## config.mk

```make
export PLATFORM = sky130hd
export DESIGN_NAME = pixel_stream_framer
export DESIGN_NICKNAME = d
export VERILOG_FILES = /design/src/rtl/img_pkg.sv /design/src/rtl/sync_fifo.sv /design/src/rtl/pixel_stream_framer.sv
export SDC_FILE = /design/constraint.sdc
export NUM_CORES = 1
export LEC_CHECK = 0
export CORE_ASPECT_RATIO = 0.6
export CORE_MARGIN = 10
export CORE_UTILIZATION = 62
export CTS_CLUSTER_SIZE = 10
export DETAILED_ROUTE_END_ITERATION = 16
export PLACE_DENSITY = 0.8
export SLEW_MARGIN = 10
export SYNTH_ARGS = -nofsm -noshare
export SYNTH_HDL_FRONTEND = slang
export SYNTH_SLANG_ARGS = --single-unit
```

## constraint.sdc

```tcl
create_clock -name clk -period 4.4 [get_ports clk]
set_clock_uncertainty 0.1 [all_clocks]
set_input_delay 0.44 -clock clk [delete_from_list [all_inputs] [get_ports clk]]
set_output_delay 0.44 -clock clk [all_outputs]
set_load 0.05 [all_outputs]
```

## src/rtl/img_pkg.sv

```systemverilog
// Shared definitions for the pixel streaming path: pixel width, default
// image geometry, framer FSM states and the tagged-pixel storage word.
package img_pkg;

    localparam int PIXEL_W          = 24;
    localparam int DEF_IMAGE_WIDTH  = 512;
    localparam int DEF_IMAGE_HEIGHT = 512;
    localparam int TAGGED_W         = PIXEL_W + 3;

    typedef enum logic [1:0] {
        ST_IDLE   = 2'd0,
        ST_ACTIVE = 2'd1,
        ST_DRAIN  = 2'd2
    } framer_state_e;

    typedef struct packed {
        logic [PIXEL_W-1:0] data;
        logic               sof;
        logic               eol;
        logic               eof;
    } tagged_pixel_t;

    // Counter width that stays legal for a dimension of 1.
    function automatic int cnt_width(input int n);
        return (n > 1) ? $clog2(n) : 1;
    endfunction

    function automatic tagged_pixel_t make_tagged(
        input logic [PIXEL_W-1:0] data,
        input logic               sof,
        input logic               eol,
        input logic               eof
    );
        tagged_pixel_t t;
        t.data = data;
        t.sof  = sof;
        t.eol  = eol;
        t.eof  = eof;
        return t;
    endfunction

endpackage

```

## src/rtl/sync_fifo.sv

```systemverilog
// First-word-fall-through FIFO. The head word is held in a register so the
// read port is glitch-free and keeps its last value once the FIFO empties.
module sync_fifo #(
    parameter int WIDTH = 27,
    parameter int DEPTH = 16
) (
    input  logic                   clk_i,
    input  logic                   rst_ni,
    input  logic                   wr_en_i,
    input  logic [WIDTH-1:0]       wr_data_i,
    input  logic                   rd_en_i,
    output logic [WIDTH-1:0]       rd_data_o,
    output logic                   full_o,
    output logic                   empty_o,
    output logic [$clog2(DEPTH):0] count_o
);

    localparam int            AW       = $clog2(DEPTH);
    localparam logic [AW:0]   ZERO_CNT = (AW+1)'(0);
    localparam logic [AW:0]   ONE_CNT  = (AW+1)'(1);
    localparam logic [AW:0]   FULL_CNT = (AW+1)'(DEPTH);
    localparam logic [AW-1:0] ONE_PTR  = AW'(1);

    logic [WIDTH-1:0] mem_q [DEPTH];
    logic [AW-1:0]    wr_ptr_q, wr_ptr_d;
    logic [AW-1:0]    rd_ptr_q, rd_ptr_d;
    logic [AW:0]      count_q, count_d;
    logic [WIDTH-1:0] head_q, head_d;
    logic             do_wr_s, do_rd_s, bypass_s;

    // Next pointers, occupancy and head word for this edge.
    always_comb begin
        do_rd_s  = rd_en_i && (count_q != ZERO_CNT);
        do_wr_s  = wr_en_i && ((count_q != FULL_CNT) || do_rd_s);
        wr_ptr_d = wr_ptr_q;
        rd_ptr_d = rd_ptr_q;
        count_d  = count_q;
        head_d   = head_q;

        if (do_wr_s) begin
            wr_ptr_d = wr_ptr_q + ONE_PTR;
        end else begin
            wr_ptr_d = wr_ptr_q;
        end

        if (do_rd_s) begin
            rd_ptr_d = rd_ptr_q + ONE_PTR;
        end else begin
            rd_ptr_d = rd_ptr_q;
        end

        if (do_wr_s && !do_rd_s) begin
            count_d = count_q + ONE_CNT;
        end else if (!do_wr_s && do_rd_s) begin
            count_d = count_q - ONE_CNT;
        end else begin
            count_d = count_q;
        end

        // The word being written is the new head when nothing older remains.
        bypass_s = do_wr_s && ((count_q == ZERO_CNT) || ((count_q == ONE_CNT) && do_rd_s));

        if (count_d == ZERO_CNT) begin
            head_d = head_q;
        end else if (bypass_s) begin
            head_d = wr_data_i;
        end else begin
            head_d = mem_q[rd_ptr_d];
        end
    end

    // Control state with asynchronous clear.
    always_ff @(posedge clk_i or negedge rst_ni) begin
        if (!rst_ni) begin
            wr_ptr_q <= {AW{1'b0}};
            rd_ptr_q <= {AW{1'b0}};
            count_q  <= ZERO_CNT;
            head_q   <= {WIDTH{1'b0}};
        end else begin
            wr_ptr_q <= wr_ptr_d;
            rd_ptr_q <= rd_ptr_d;
            count_q  <= count_d;
            head_q   <= head_d;
        end
    end

    // Storage array.
    always_ff @(posedge clk_i) begin
        if (do_wr_s) begin
            mem_q[wr_ptr_q] <= wr_data_i;
        end
    end

    assign rd_data_o = head_q;
    assign full_o    = (count_q == FULL_CNT);
    assign empty_o   = (count_q == ZERO_CNT);
    assign count_o   = count_q;

endmodule

```

## src/rtl/pixel_stream_framer.sv

```systemverilog
// Captures one frame of pixels per frame_start, tags frame/line boundaries
// and buffers the tagged stream towards a ready/valid consumer.
module pixel_stream_framer
    import img_pkg::*;
#(
    parameter int IMAGE_WIDTH  = DEF_IMAGE_WIDTH,
    parameter int IMAGE_HEIGHT = DEF_IMAGE_HEIGHT,
    parameter int FIFO_DEPTH   = 16
) (
    input  logic               clk,
    input  logic               rst,
    input  logic               frame_start,
    input  logic               pixel_valid_in,
    input  logic [PIXEL_W-1:0] pixel_in,
    input  logic               m_ready,
    output logic               m_valid,
    output logic [PIXEL_W-1:0] m_data,
    output logic               m_sof,
    output logic               m_eol,
    output logic               m_eof,
    output logic               busy,
    output logic               overflow,
    output logic               frame_done
);

    localparam int             XW      = cnt_width(IMAGE_WIDTH);
    localparam int             YW      = cnt_width(IMAGE_HEIGHT);
    localparam int             CW      = $clog2(FIFO_DEPTH) + 1;
    localparam logic [XW-1:0]  X_LAST  = XW'(IMAGE_WIDTH - 1);
    localparam logic [YW-1:0]  Y_LAST  = YW'(IMAGE_HEIGHT - 1);
    localparam logic [CW-1:0]  ONE_CNT = CW'(1);

    framer_state_e state_q, state_d;
    logic [XW-1:0] x_q, x_d;
    logic [YW-1:0] y_q, y_d;
    logic          ovf_q, ovf_d;
    logic          done_q, done_d;
    logic          busy_q;

    logic          sof_s, eol_s, eof_s;
    logic          wr_en_s, rd_en_s;
    logic          full_s, empty_s;
    logic [CW-1:0] count_s;
    tagged_pixel_t wr_tag_s;
    tagged_pixel_t head_s;

    assign rd_en_s = !empty_s && m_ready;

    // Tags describe the position of the pixel currently on pixel_in.
    always_comb begin
        sof_s    = (x_q == {XW{1'b0}}) && (y_q == {YW{1'b0}});
        eol_s    = (x_q == X_LAST);
        eof_s    = eol_s && (y_q == Y_LAST);
        wr_tag_s = make_tagged(pixel_in, sof_s, eol_s, eof_s);
    end

    // Frame FSM, position counters and overflow tracking.
    always_comb begin
        state_d = state_q;
        x_d     = x_q;
        y_d     = y_q;
        ovf_d   = ovf_q;
        done_d  = 1'b0;
        wr_en_s = 1'b0;

        case (state_q)
            ST_IDLE: begin
                if (frame_start) begin
                    state_d = ST_ACTIVE;
                    x_d     = {XW{1'b0}};
                    y_d     = {YW{1'b0}};
                    ovf_d   = 1'b0;
                end else begin
                    state_d = ST_IDLE;
                end
            end
            ST_ACTIVE: begin
                if (pixel_valid_in) begin
                    wr_en_s = 1'b1;
                    // A dropped pixel still consumes its x/y slot.
                    if (full_s && !rd_en_s) begin
                        ovf_d = 1'b1;
                    end else begin
                        ovf_d = ovf_q;
                    end
                    if (eol_s) begin
                        x_d = {XW{1'b0}};
                        if (y_q == Y_LAST) begin
                            y_d     = {YW{1'b0}};
                            state_d = ST_DRAIN;
                        end else begin
                            y_d = y_q + YW'(1);
                        end
                    end else begin
                        x_d = x_q + XW'(1);
                    end
                end else begin
                    state_d = ST_ACTIVE;
                end
            end
            ST_DRAIN: begin
                if (empty_s || ((count_s == ONE_CNT) && rd_en_s)) begin
                    state_d = ST_IDLE;
                    done_d  = 1'b1;
                end else begin
                    state_d = ST_DRAIN;
                end
            end
            default: begin
                state_d = ST_IDLE;
            end
        endcase
    end

    // Registered control state.
    always_ff @(posedge clk or negedge rst) begin
        if (!rst) begin
            state_q <= ST_IDLE;
            x_q     <= {XW{1'b0}};
            y_q     <= {YW{1'b0}};
            ovf_q   <= 1'b0;
            done_q  <= 1'b0;
            busy_q  <= 1'b0;
        end else begin
            state_q <= state_d;
            x_q     <= x_d;
            y_q     <= y_d;
            ovf_q   <= ovf_d;
            done_q  <= done_d;
            busy_q  <= (state_d != ST_IDLE);
        end
    end

    sync_fifo #(
        .WIDTH (TAGGED_W),
        .DEPTH (FIFO_DEPTH)
    ) u_fifo (
        .clk_i     (clk),
        .rst_ni    (rst),
        .wr_en_i   (wr_en_s),
        .wr_data_i (wr_tag_s),
        .rd_en_i   (rd_en_s),
        .rd_data_o (head_s),
        .full_o    (full_s),
        .empty_o   (empty_s),
        .count_o   (count_s)
    );

    assign m_valid    = !empty_s;
    assign m_data     = head_s.data;
    assign m_sof      = head_s.sof;
    assign m_eol      = head_s.eol;
    assign m_eof      = head_s.eof;
    assign busy       = busy_q;
    assign overflow   = ovf_q;
    assign frame_done = done_q;

endmodule

```

==> results of run 1 <==
-- routing by layer --
metal | GRT usage [%] | vias to the layer above | share of wire, % | wire length, µm
met3 | 6.53 | 202 | 14 | 8160
li1 | - | 6287 | - | -
met2 | 41.9 | 1281 | 45 | 27000
met1 | 38.3 | 7545 | 38 | 22900
met5 | 0 | - | 0 | 0
met4 | 11.7 | 0 | 3.7 | 2220
-- through the flow --
stage	total power [mW]	std cells	area (µm²)	worst slack [ns]
2_1_floorplan	10.0	1499	21200	0.435
3_3_place_gp	11.9	1946	22500	0.572
3_5_place_dp	12.2	1946	22500	0.380
4_1_cts	16.3	2049	24100	0.372
5_1_grt	17.0	2049	24100	0.104
6_report	16.5	2049	24100	0.305
-- power groups by stage --
stage / logic (mW) / registers [mW] / clock network, mW
2_1_floorplan: 3.47 / 6.57 / 0
3_3_place_gp: 5.67 / 6.27 / 0
3_5_place_dp: 5.87 / 6.30 / 0
4_1_cts: 5.91 / 6.22 / 4.22
5_1_grt: 6.35 / 6.28 / 4.42
6_report: 6.02 / 6.23 / 4.20
-- layout make-up --
type | instances | share of cell area (%)
Sequential cell | 495 | 60.3
Tap cell | 459 | 2.38
Clock buffer | 100 | 6.57
Inverter | 15 | 0.233
Timing Repair Buffer | 108 | 4.38
Multi-Input combinational cell | 870 | 26.0
Clock inverter | 2 | 0.104
-- synth_stat cells (4+ instances only) --
cell,count
a31oi_1,14
ha_1,15
a221oi_1,191
buf_1,14
o2bb2ai_1,4
o22ai_1,29
o211ai_1,26
buf_2,7
nand4_1,13
a22oi_1,30
or3_1,7
edfxtp_1,432
inv_1,12
nand2_1,54
nor2_1,86
a311oi_1,4
a21oi_1,47
dfrtp_1,63
mux2i_1,79
nand3_1,40
nand2b_1,13
and3_1,8
a221o_1,13
a32oi_1,13
nor3_1,11
mux2_2,13
nor4_1,4
and2_1,5
xnor2_1,6
o21ai_0,92
a41oi_1,10
a211oi_1,8
clkbuf_1,96
-- registers in the layout, summed over array words and instances (netlist names) --
register          flops
u_fifo.rd_data_o     27
busy                  1
state_q               2
x_q                   9
overflow              1
u_fifo.mem_q        432
u_fifo.wr_ptr_q       4
u_fifo.rd_ptr_q       4
u_fifo.count_o        5
frame_done            1
y_q                   9
-- cell families (layout without fill, tap and decap cells) --
group,Yosys count,in the layout,share of synthesized area [%]
compound gates,495,495,17.2
buf+inv,134,225,2.49
simple gates,256,256,5.79
mux,95,95,4.64
xor+xnor,9,9,0.372
fa+ha+maj,15,15,0.886
flops,495,495,68.7
-- what timing repair did --
action,in CTS,in global routing
hold buffers,1,0
endpoints found under the hold margin,30,0
setup buffers,0,0
-- path summary, 6_finish.rpt --
check / start / endpoint / slack, ns / cells past startpoint
max: u_fifo.count_o[1]$_DFF_PN0_ / u_fifo.rd_data_o[25]$_DFFE_PN0P_ / 0.30 / 12
min: rst / u_fifo.rd_data_o[10]$_DFFE_PN0P_ / 0.30 / 2
max reg2reg: u_fifo.count_o[1]$_DFF_PN0_ / u_fifo.rd_data_o[25]$_DFFE_PN0P_ / 0.30 / 12
min reg2reg: overflow$_DFFE_PN0P_ / overflow$_DFFE_PN0P_ / 0.40 / 1
max in group asynchronous: rst / state_q[0]$_DFF_PN0_ / 2.99 / 3
min in group clk: frame_start / state_q[0]$_DFF_PN0_ / 0.39 / 3
==> impl_metrics.tcl, run 1 <==
set metrics [dict create \
    outcome "finished, final reports clean" \
    mostFrequentLayoutCell "edfxtp_1" \
    p_seq_share_pct 37.9 \
    die_w_um 259 \
    final_cell_mix "432 x edfxtp_1, 191 x a221oi_1, 92 x o21ai_0" \
    synthCells 1499 \
    p_int_mw 10.2 \
    share_comb_of_total_power_pct 36.6 \
    coreArea_um2 33700 \
    vias 15300 \
    path_cells "inv_1 > ha_1 > nor4b_4 > buf_4 > inv_2 > nand2_1 > o22ai_1 > xnor2_1 > or4_2 > buf_4 > nor2_1 > a41oi_1" \
    cts-root-buf "clkbuf_16" \
    setup_viol 0 \
    min_path_type "in -> async" \
    avgSynthCellArea_um2 14.1 \
    wire_per_inst_um 29.4 \
    seq_area_frac_synth_pct 68.7 \
    syn_area_um2 21200 \
    diodes 0 \
    endpoint_kind "register" \
    finalNetCount 1589 \
    arrival_ns 4.44 \
    first_global_vias 14900 \
    h-tree-depth 2 \
    start_util_pct 62.9 \
    die_h_um 163 \
    path_buf_inv 4 \
    synth_area_leader_cell "edfxtp_1" \
    crit_required_ns 4.74 \
    cts_tree "yes" \
    crit_path_frequent_cell "buf_4" \
    slowest_stage "or4_2" \
    yosysTopAreaCellShare_pct 61.2 \
    drt_iter0_drc 2361 \
    layout_min_cycle_time_ns 4.10 \
    p_per_area_nw_per_um2 682 \
    cts_max_path_buffers 3 \
    switching_power_mw 6.23 \
    synth_edf_count 432 \
    antenna_found_initial 0 \
    gp_congestion 0.839 \
    critPathMaxStageDelay_ns 1.09 \
    grt_start_max_net_pins 123 \
    synthTopCellsByArea "edfxtp_1 61%, a221oi_1 7.9%, dfrtp_1 7.4%" \
    clkPwrFrac_pct 25.5 \
    drv_cap 0 \
    syn2layout_area_growth_pct 14.0 \
    slew_headroom_pct 26.1 \
    timing.fmax_mhz 244 \
    crit_path_start_kind "register" \
    overflow 0 \
    grt_usage_pct 27.7 \
    drtAntennaViolNets 0 \
    final.fill_count 2168 \
    drive_gt1_share_pct 10.1 \
    setup_tns_ns 0 \
    p_leak_nw 7.88 \
    synth_nets 1543 \
    slew_violations 0 \
    yosys_warnings 0 \
    tightest_slew_ns 1.11 \
    port_buffers 59 \
    whs_ns 0.304 \
    dr.pass1.iters 7 \
    finalCoreUtilization_pct 71.6 \
    path_clk_slew_ns 0.06 \
    ys_ff_latch 495 \
    dieArea_um2 42200 \
    drc 0 \
    seq_area_um2 14600 \
    cts-buffers-inserted 55 \
    viasPerCell 7.47 \
    rows 52 \
    multiInputGateArea_um2 6290 \
    switching_share_pct 37.9 \
    rsz0062_at_grt "no" \
    ctsResizeCount 0 \
    place_hpwl_um 33100 \
    ys.flop_type "edfxtp_1" \
    finalCritPeriodShare_pct 93.1 \
    io_pins 60 \
    synth-async-reset-ratio_pct 12.7 \
    synthDistinctLibCells 60 \
    cp_max_fo 26 \
    grt_pass1_wl_um 89800 \
    crit_type "reg -> reg" \
    crit_family "simple AND/OR/NAND/NOR gates" \
    hold_viol_final 0 \
    ir_drop_mv 0.461 \
    clk_latency_ns 0.60 \
    cts.sinks 495 \
    drt_wl_total_um 60300 \
]
(Power assumes the default switching activity.)
==> inputs of run 2 (changes only) <==
- CORE_UTILIZATION: 62 -> 60
- MAX_ROUTING_LAYER: default -> met4
- PLACE_DENSITY: 0.8 -> 0.78
==> run 2 against run 1 <==
Sequential cell count unchanged. Critical endpoint is now u_fifo.rd_data_o[7]$_DFFE_PN0P_. Highest routed layer unchanged. Die area up 3.0%. Combinational power is essentially flat. Largest cell class unchanged. Clock power shrank 1%.
==> impl_metrics.tcl, run 2 (same netlist as run 1, synthesis figures left out) <==
set metrics [dict create \
    finalNetCount 1600 \
    wire_per_inst_um 28.8 \
    coreArea_um2 34900 \
    crit_family "simple AND/OR/NAND/NOR gates" \
    route.met2.wl_um 27100 \
    path_buf_inv 4 \
    arrival_ns 4.30 \
    setup_tns_ns 0 \
    grt_usage_pct 27.5 \
    start_util_pct 60.6 \
    vias 15100 \
    gp_congestion 0.846 \
    layout_min_cycle_time_ns 3.94 \
    grt_start_max_net_pins 78 \
    post_cts_buffers 0 \
    ir_drop_mv 0.488 \
    setup_viol 0 \
    crit_required_ns 4.76 \
    hold_viol_final 0 \
    h-tree-depth 2 \
    port_buffers 59 \
    cts-root-buf "clkbuf_16" \
    highest_layer "met4" \
    finalCoreUtilization_pct 69.2 \
    critPathMaxStageDelay_ns 0.67 \
    io_pins 60 \
    postLayoutSetupSlackWorst_ns 0.465 \
    place_hpwl_um 33700 \
    drtAntennaViolNets 0 \
    seq_area_um2 14600 \
    drt_wl_total_um 59500 \
    die_w_um 263 \
    drt_iter0_drc 2524 \
    path_clk_slew_ns 0.06 \
    drc 0 \
    slew_headroom_pct 30.3 \
    dr.pass1.iters 6 \
    cts_tree "yes" \
    first_global_vias 14700 \
    clk_latency_ns 0.58 \
    diodes 0 \
    rsz0062_at_grt "no" \
    multiInputGateArea_um2 6290 \
    finalCritPeriodShare_pct 89.4 \
    die_h_um 166 \
    grt_pass1_wl_um 89600 \
    cts.sinks 495 \
    antenna_found_initial 0 \
    endpoint_kind "register" \
    p_leak_nw 7.92 \
    crit_path_frequent_cell "buf_4" \
    slew_violations 0 \
    rows 53 \
    drv_cap 0 \
    viasPerCell 7.29 \
    final_cell_mix "432 x edfxtp_1, 191 x a221oi_1, 92 x o21ai_0" \
    largest_register "u_fifo.mem_q" \
    outcome "finished, final reports clean" \
    slowest_stage "or4_2" \
    min_path_type "in -> reg" \
    largest_reg_flops 432 \
    crit_type "reg -> reg" \
    syn2layout_area_growth_pct 14.2 \
    cp_max_fo 50 \
    drive_gt1_share_pct 10.7 \
    cts_max_path_buffers 3 \
    met1_length_um 23700 \
    place_ws_ns 0.532 \
    mostFrequentLayoutCell "edfxtp_1" \
    overflow 0 \
    timing.fmax_mhz 254 \
    wl_met3_um 7390 \
    tightest_slew_ns 1.04 \
    cts-buffers-inserted 55 \
    p_per_area_nw_per_um2 679 \
    dieArea_um2 43500 \
    final.fill_count 2253 \
    crit_path_start_kind "register" \
    path_cells "inv_1 > ha_1 > nor4b_4 > buf_4 > inv_2 > nand2_1 > o22ai_1 > xnor2_1 > or4_2 > buf_4 > mux2_4" \
]
## run 2: cell types whose count changed in the layout (fill, tap and decap cells not counted)
cell | before | now
buf_12 | 8 | 6
buf_4 | 41 | 54
clkbuf_1 | 42 | 43
clkbuf_8 | 2 | 0
clkinvlp_4 | 0 | 1
## run 2: worst reg2reg max path: stages (launching register included)
cell and delay, ns:
dfrtp_1 0.45, inv_1 0.14, ha_1 0.22, nor4b_4 0.41, buf_4 0.26, inv_2 0.12, nand2_1 0.36, o22ai_1 0.17
xnor2_1 0.16, or4_2 0.67, buf_4 0.36, mux2_4 0.39
## run 2: path summary, 6_finish.rpt
| check | from | endpoint | slack [ns] | cells after the start |
|---|---|---|---|---|
| hold / removal | frame_start | state_q[0]$_DFF_PN0_ | 0.38 | 3 |
| setup reg to reg | u_fifo.count_o[1]$_DFF_PN0_ | u_fifo.rd_data_o[7]$_DFFE_PN0P_ | 0.46 | 11 |
| min in group asynchronous | rst | u_fifo.rd_data_o[8]$_DFFE_PN0P_ | 0.48 | 2 |
| hold reg to reg | overflow$_DFFE_PN0P_ | overflow$_DFFE_PN0P_ | 0.40 | 1 |
| setup / recovery | u_fifo.count_o[1]$_DFF_PN0_ | u_fifo.rd_data_o[7]$_DFFE_PN0P_ | 0.46 | 11 |
| max in group asynchronous | rst | u_fifo.rd_ptr_q[0]$_DFF_PN0_ | 2.99 | 2 |
## run 2: cell type report
class / instances / share of cell area (%)
multi-input combinational: 870 / 26.0
timing repair buffer: 119 / 4.61
tap: 467 / 2.42
clock buffer: 99 / 6.46
clock inverter: 3 / 0.134
inverter: 15 / 0.233
sequential: 495 / 60.2
## run 2: stage by stage
stage               power (mW)  instance area [µm²]  instances  hold WS (ns)
floorplan                 10.0                21200       1499        0.0444
CTS                       16.3                24200       2068         0.365
detailed placement        12.2                22600       1965         0.394
global route              17.1                24200       2068         0.432
global placement          12.0                22600       1965         0.385
finish                    16.4                24200       2068         0.380
## run 2: where the power goes
part,switching (mW),internal [mW]
clock,1.78,2.38
sequential,0.463,5.78
combinational,3.96,2.07
## run 2: metal layers
layer	global-route usage [%]	vias up
li1	-	6297
met5	-	-
met4	7.72	0
met2	42.0	1122
met1	37.1	7554
met3	5.84	113
## run 2: what timing repair did
| action | CTS | global route |
|---|---|---|
| endpoints found under the hold margin | 63 | 0 |
| gates resized for setup | 0 | 0 |
| hold buffers | 1 | 0 |
